<file path="src/rtl/snow64_icache_line_fill_responder_if.sv">
// Line-fill bus between the icache, the fill responder and memory.
// slave is the responder's view; master is the icache/memory side.
interface snow64_icache_line_fill_responder_if #(
   parameter int WIDTH__LINE_DATA = 256,
   parameter int WIDTH__MEM_DATA  = 64,
   parameter int WIDTH__CPU_ADDR  = 64
);
   logic                        in_icache_req;
   logic [WIDTH__CPU_ADDR-1:0]  in_icache_addr;
   logic                        out_icache_valid;
   logic [WIDTH__LINE_DATA-1:0] out_icache_data;
   logic                        out_mem_req;
   logic [WIDTH__CPU_ADDR-1:0]  out_mem_addr;
   logic                        in_mem_valid;
   logic [WIDTH__MEM_DATA-1:0]  in_mem_data;
   logic                        out_busy;

   modport slave (
      input  in_icache_req, in_icache_addr,
      input  in_mem_valid, in_mem_data,
      output out_icache_valid, out_icache_data,
      output out_mem_req, out_mem_addr, out_busy
   );

   modport master (
      output in_icache_req, in_icache_addr,
      output in_mem_valid, in_mem_data,
      input  out_icache_valid, out_icache_data,
      input  out_mem_req, out_mem_addr, out_busy
   );
endinterface

</file>
<file path="src/rtl/snow64_icache_line_fill_responder.sv">
// Fetches an icache line as a burst of memory beats and returns it
// to the icache with a one-cycle valid pulse.
module snow64_icache_line_fill_responder #(
   parameter int WIDTH__LINE_DATA = 256,
   parameter int WIDTH__MEM_DATA  = 64,
   parameter int WIDTH__CPU_ADDR  = 64
) (
   input logic clk,
   input logic rst_n,
   snow64_icache_line_fill_responder_if.slave bus
);
   localparam int NUM_BEATS  = WIDTH__LINE_DATA / WIDTH__MEM_DATA;
   localparam int BEAT_BYTES = WIDTH__MEM_DATA / 8;
   localparam int LINE_BYTES = WIDTH__LINE_DATA / 8;
   localparam int LINE_OFF_W = $clog2(LINE_BYTES);
   localparam int BEAT_W     = (NUM_BEATS > 1) ? $clog2(NUM_BEATS) : 1;
   localparam logic [BEAT_W-1:0] LAST_BEAT = BEAT_W'(NUM_BEATS - 1);

   typedef enum logic [1:0] {
      IDLE,
      FETCH,
      RESP
   } state_t;

   state_t                      state;
   state_t                      nextState;
   logic [BEAT_W-1:0]           beat;
   logic [BEAT_W-1:0]           nextBeat;
   logic [WIDTH__CPU_ADDR-1:0]  base;
   logic [WIDTH__CPU_ADDR-1:0]  nextBase;
   logic [WIDTH__CPU_ADDR-1:0]  beatOffset;
   logic [WIDTH__LINE_DATA-1:0] lineBuf;
   logic                        bufWe;
   logic                        memReq;
   logic [WIDTH__CPU_ADDR-1:0]  memAddr;

   always_comb begin
      nextState = state;
      nextBeat  = beat;
      nextBase  = base;
      bufWe     = 1'b0;
      unique case (state)
         IDLE: begin
            if (bus.in_icache_req) begin
               nextState = FETCH;
               nextBeat  = '0;
               nextBase  = {bus.in_icache_addr[WIDTH__CPU_ADDR-1:LINE_OFF_W],
                            LINE_OFF_W'(0)};
            end
         end
         FETCH: begin
            if (bus.in_mem_valid) begin
               bufWe = 1'b1;
               if (beat == LAST_BEAT)
                  nextState = RESP;
               else
                  nextBeat = beat + BEAT_W'(1);
            end
         end
         RESP: begin
            nextState = IDLE;
         end
         default: begin
            nextState = IDLE;
         end
      endcase
   end

   // Beat address is registered from next-state values so it lines up
   // with the beat the FSM will be waiting on next cycle.
   assign beatOffset = WIDTH__CPU_ADDR'(nextBeat)
                     * WIDTH__CPU_ADDR'(BEAT_BYTES);

   always_ff @(posedge clk or negedge rst_n) begin
      if (!rst_n) begin
         state   <= IDLE;
         beat    <= '0;
         base    <= '0;
         lineBuf <= '0;
         memReq  <= 1'b0;
         memAddr <= '0;
      end else begin
         state <= nextState;
         beat  <= nextBeat;
         base  <= nextBase;
         if (bufWe)
            lineBuf[int'(beat)*WIDTH__MEM_DATA +: WIDTH__MEM_DATA]
               <= bus.in_mem_data;
         memReq  <= (nextState == FETCH);
         memAddr <= (nextState == FETCH) ? nextBase + beatOffset : '0;
      end
   end

   assign bus.out_mem_req      = memReq;
   assign bus.out_mem_addr     = memAddr;
   assign bus.out_icache_valid = (state == RESP);
   assign bus.out_icache_data  = lineBuf;
   assign bus.out_busy         = (state != IDLE);
endmodule

</file>
<file path="src/flat_wrapper.sv">
// flat-port wrapper written by rule: the top's interface ports become plain ports
module snow64_icache_line_fill_responder_flat 
#(
   parameter int WIDTH__LINE_DATA = 256,
   parameter int WIDTH__MEM_DATA  = 64,
   parameter int WIDTH__CPU_ADDR  = 64
)
  (clk, rst_n, bus_in_icache_req, bus_in_icache_addr, bus_in_mem_valid, bus_in_mem_data, bus_out_icache_valid, bus_out_icache_data, bus_out_mem_req, bus_out_mem_addr, bus_out_busy);
  snow64_icache_line_fill_responder_if #(.WIDTH__LINE_DATA(WIDTH__LINE_DATA), .WIDTH__MEM_DATA(WIDTH__MEM_DATA), .WIDTH__CPU_ADDR(WIDTH__CPU_ADDR)) bus_i ();
  input logic clk;
  input logic rst_n;
  input wire logic [$bits(bus_i.in_icache_req)-1:0] bus_in_icache_req;
  input wire logic [$bits(bus_i.in_icache_addr)-1:0] bus_in_icache_addr;
  input wire logic [$bits(bus_i.in_mem_valid)-1:0] bus_in_mem_valid;
  input wire logic [$bits(bus_i.in_mem_data)-1:0] bus_in_mem_data;
  output wire logic [$bits(bus_i.out_icache_valid)-1:0] bus_out_icache_valid;
  output wire logic [$bits(bus_i.out_icache_data)-1:0] bus_out_icache_data;
  output wire logic [$bits(bus_i.out_mem_req)-1:0] bus_out_mem_req;
  output wire logic [$bits(bus_i.out_mem_addr)-1:0] bus_out_mem_addr;
  output wire logic [$bits(bus_i.out_busy)-1:0] bus_out_busy;
  assign bus_i.in_icache_req = bus_in_icache_req;
  assign bus_i.in_icache_addr = bus_in_icache_addr;
  assign bus_i.in_mem_valid = bus_in_mem_valid;
  assign bus_i.in_mem_data = bus_in_mem_data;
  assign bus_out_icache_valid = bus_i.out_icache_valid;
  assign bus_out_icache_data = bus_i.out_icache_data;
  assign bus_out_mem_req = bus_i.out_mem_req;
  assign bus_out_mem_addr = bus_i.out_mem_addr;
  assign bus_out_busy = bus_i.out_busy;
  snow64_icache_line_fill_responder #(.WIDTH__LINE_DATA(WIDTH__LINE_DATA), .WIDTH__MEM_DATA(WIDTH__MEM_DATA), .WIDTH__CPU_ADDR(WIDTH__CPU_ADDR)) u_core (.clk(clk), .rst_n(rst_n), .bus(bus_i));
endmodule
</file>
<file path="config.mk">
export PLATFORM = sky130hd
export DESIGN_NAME = snow64_icache_line_fill_responder_flat
export DESIGN_NICKNAME = d
export VERILOG_FILES = /design/src/rtl/snow64_icache_line_fill_responder_if.sv /design/src/rtl/snow64_icache_line_fill_responder.sv /design/src/flat_wrapper.sv
export SDC_FILE = /design/constraint.sdc
export NUM_CORES = 1
export LEC_CHECK = 0
export ABC_AREA = 1
export BUFFER_PORTS_ARGS = -buffer_cell sky130_fd_sc_hd__buf_2
export CAP_MARGIN = 15
export CORE_MARGIN = 2
export CORE_UTILIZATION = 54
export DETAILED_ROUTE_END_ITERATION = 8
export GPL_TIMING_DRIVEN = 0
export PLACE_DENSITY = 0.81
export SLEW_MARGIN = 20
export SYNTH_ARGS = -nofsm -noshare
export SYNTH_HDL_FRONTEND = slang
export SYNTH_SLANG_ARGS = --single-unit
</file>
<file path="constraint.sdc">
create_clock -name clk -period 3.88 [get_ports clk]
set_input_delay 0.776 -clock clk [delete_from_list [all_inputs] [get_ports clk]]
set_output_delay 0.776 -clock clk [all_outputs]
set_load 0.01 [all_outputs]
</file>
==> results.sh <==
export IMPL_status="finished, final reports clean"
export IMPL_cap_viol_max_count=0
export IMPL_final_cell_mix="nand2_1, buf_2, dfrtp_1, nor2_1, o21ai_0"
export IMPL_crit_type="reg -> reg"
export IMPL_area_growth_pct=23.7
export IMPL_nets=2901
export IMPL_dp_hpwl_mm=57.2
export IMPL_grt_pass1_vias=18300
export IMPL_slew_headroom=0.424
export IMPL_worstSkewPairLatency_ns=0.56
export IMPL_gr_usage_met1=0.493
export IMPL_ys_seq_area_frac=0.535
export IMPL_ys_top_cells_by_area="dfrtp_1, nand2_1, o21ai_0"
export IMPL_chipHeight_um=188
export IMPL_grt_overflow_total=0
export IMPL_cp_start_kind="flop"
export IMPL_drive_gt1_frac=0.207
export IMPL_cts_tree="done"
export IMPL_grt_max_degree=100
export IMPL_finalCritPeriodShare=0.958
export IMPL_leakagePower_nw=11.8
export IMPL_clk_pin_slew_ns=0.06
export IMPL_io_buffers=449
export IMPL_fin_worst_skew_ns=0.0230
export IMPL_intPower_mw=11.1
export IMPL_clock_path_buffers=3
export IMPL_grt_use_total=0.415
export IMPL_routed_via_count=18700
export IMPL_seqPwrFrac=0.336
export IMPL_setup_violations=0
export IMPL_synth_cells=2261
export IMPL_die_width_um=188
export IMPL_use_met2=0.691
export IMPL_wire_per_inst_um=22.8
export IMPL_cts_root_buf="clkbuf_16"
export IMPL_synth_top_area_share=0.535
export IMPL_drc_errors=0
export IMPL_pwr_share_clk=0.192
export IMPL_r2r_slack_ns=0.16
export IMPL_synth_seq_cells=389
export IMPL_num_rows=67
export IMPL_cp_data_arrival_time_ns=4.17
export IMPL_met3_usage=0.0835
export IMPL_viasPerCell=5.77
export IMPL_mostFrequentLayoutCell="nand2_1"
export IMPL_power_mw=20.3
export IMPL_drt_total_wl_mm=73.7
export IMPL_ys_warn_count=0
export IMPL_initialDrtViolationCount=1665
export IMPL_antenna_found_initial=1
export IMPL_gp_congestion=0.987
export IMPL_required_ns=4.33
export IMPL_netlist_area_mm2=0.0182
export IMPL_synthDistinctLibCells=29
export IMPL_ant_nets=0
export IMPL_holdCritPathClass="in -> async"
export IMPL_hold_buffers=0
export IMPL_drt_first_pass_iters=6
export IMPL_io_pins=455
export IMPL_htreeDepth=2
export IMPL_switchingPower_mw=9.28
export IMPL_cts_made_buffers=41
export IMPL_max_freq_mhz=269
export IMPL_p_per_area_mw_per_mm2=904
export IMPL_core_mm2=0.0334
export IMPL_p_sw_frac=0.456
export IMPL_reg2reg_depth=15
export IMPL_grt_pass1_wl_mm=110
export IMPL_crit_fanout=9
export IMPL_tightest_slew_ns=0.861
export IMPL_busiest_layer="met2"
export IMPL_syn_area_per_cell_um2=8.05
export IMPL_finalHoldViolCount=0
export IMPL_cts_sinks=389
export IMPL_min_period_ns=3.72
export IMPL_r2r_end="u_core.bus.out_mem_addr[46]$_DFF_PN0_"
export IMPL_vdd_ir_drop_max_uv=601
export IMPL_die_area_mm2=0.0352
export IMPL_combPwrFrac=0.472
export IMPL_r2r_start="u_core.beat[0]$_DFF_PN0_"
export IMPL_post_place_cells=3163
export IMPL_yosysTopAreaCell="dfrtp_1"
export IMPL_end_kind="flop"
export IMPL_final_cells=3237
export IMPL_syn_nets=2403
export IMPL_start_util=0.545
export IMPL_finalMaxSlewViolations=0
[Yosys cell counts]
master,n
nand2_1,611
dfrtp_1,389
nor2_1,270
o21ai_0,222
inv_1,166
nand3_1,150
clkbuf_1,98
a21oi_1,97
nand4_1,68
o21a_1,64
nand3b_1,37
buf_2,18
nor2_2,12
buf_6,9
ha_1,9
nor3_1,8
buf_1,7
inv_2,5
o21ai_1,4
xor2_1,3
a31oi_1,2
buf_4,2
nand2_2,2
nor2_4,2
o41ai_1,2
fa_1,1
nand2_4,1
o211ai_1,1
or2_2,1
[critical path, stage by stage, from the launching register on]
cell and delay [ns]:
dfrtp_1 0.60, clkinvlp_4 0.28, ha_1 0.25, nand2_1 0.09, o211ai_1 0.09, o21ai_0 0.21, ha_1 0.21, a21oi_1 0.16
nand3b_1 0.28, nor2_1 0.17, nand2_1 0.20, nor2_1 0.40, nand2_1 0.24, o21ai_1 0.19, inv_1 0.05, nor2_1 0.20
[routing by layer]
layer  wire, um  vias to the layer above
li1           -                     8331
met2      34900                     1087
met1      26400                     8958
met3       6580                      286
met4       5770                        0
met5          0                        -
[power groups by stage]
stage	Clock [mW]	Sequential [mW]	Combinational, mW
detailed placement	0	6.84	9.33
finish	3.91	6.83	9.61
floorplan	0	7.45	4.47
global placement	0	6.78	9.14
global route	4.08	6.98	10.4
CTS	3.91	6.79	9.41
[state kept, by name (all words and copies together) (netlist names)]
register	cells
u_core.bus.out_icache_data	256
u_core.state	2
u_core.bus.out_mem_req	1
u_core.beat	2
u_core.bus.out_mem_addr	64
u_core.base	64
[what timing repair did]
item	CTS	global route
buffers inserted	0	5
gates resized for setup	1	8
endpoints found under the setup margin	16	25
gates cloned	0	0
[final cells by class]
type | count | area (um^2)
antenna | 2 | 5.00
buffer | 130 | 586
clock buffer | 63 | 1240
clock inverter | 8 | 80.1
fill | 2802 | 10900
inverter | 171 | 646
multi-input combinational | 1567 | 7250
sequential | 389 | 9730
tap | 448 | 561
timing repair buffer | 459 | 2410
[kinds of logic (layout without fill, tap and decap cells)]
kind of cell / count (synthesis) / count (layout) / synth area share
xor+xnor: 3 / 3 / 0.00144
buf+inv: 305 / 831 / 0.0683
simple gates: 1162 / 1162 / 0.271
fa+ha+maj: 10 / 10 / 0.00729
other cells: 0 / 2 / 0
flops: 389 / 389 / 0.535
compound gates: 392 / 392 / 0.117
[how the worst max path moves through the flow]
stage / start / to / slack (ns) / cells past startpoint
2_1_floorplan: bus_in_icache_req / u_core.bus.out_mem_addr[47]$_DFF_PN0_ / 0.86 / 15
3_3_place_gp: rst_n / u_core.bus.out_icache_data[211]$_DFFE_PN0P_ / -5.40 / 1
3_5_place_dp: bus_in_icache_req / u_core.bus.out_mem_addr[46]$_DFF_PN0_ / -0.49 / 16
4_1_cts: u_core.beat[0]$_DFF_PN0_ / u_core.bus.out_mem_addr[46]$_DFF_PN0_ / -0.03 / 15
5_1_grt: u_core.beat[0]$_DFF_PN0_ / u_core.bus.out_mem_addr[46]$_DFF_PN0_ / -0.02 / 15
6_report: u_core.beat[0]$_DFF_PN0_ / u_core.bus.out_mem_addr[46]$_DFF_PN0_ / 0.16 / 15
[per-stage QoR]
stage	area [um^2]	setup WS [ns]	hold WS [ns]	utilization	TNS [ns]
4_1_cts	22500	-0.0288	0.0112	0.673	-0.0288
3_5_place_dp	21100	-0.488	0.459	0.634	-9.38
5_1_grt	22500	-0.0242	0.0147	0.675	-0.0242
3_3_place_gp	21000	-5.40	0.455	0.630	-2091.57
2_1_floorplan	18200	0.862	0.442	-	0
6_report	22500	0.163	0.0201	0.675	0
(Power assumes the default switching activity.)
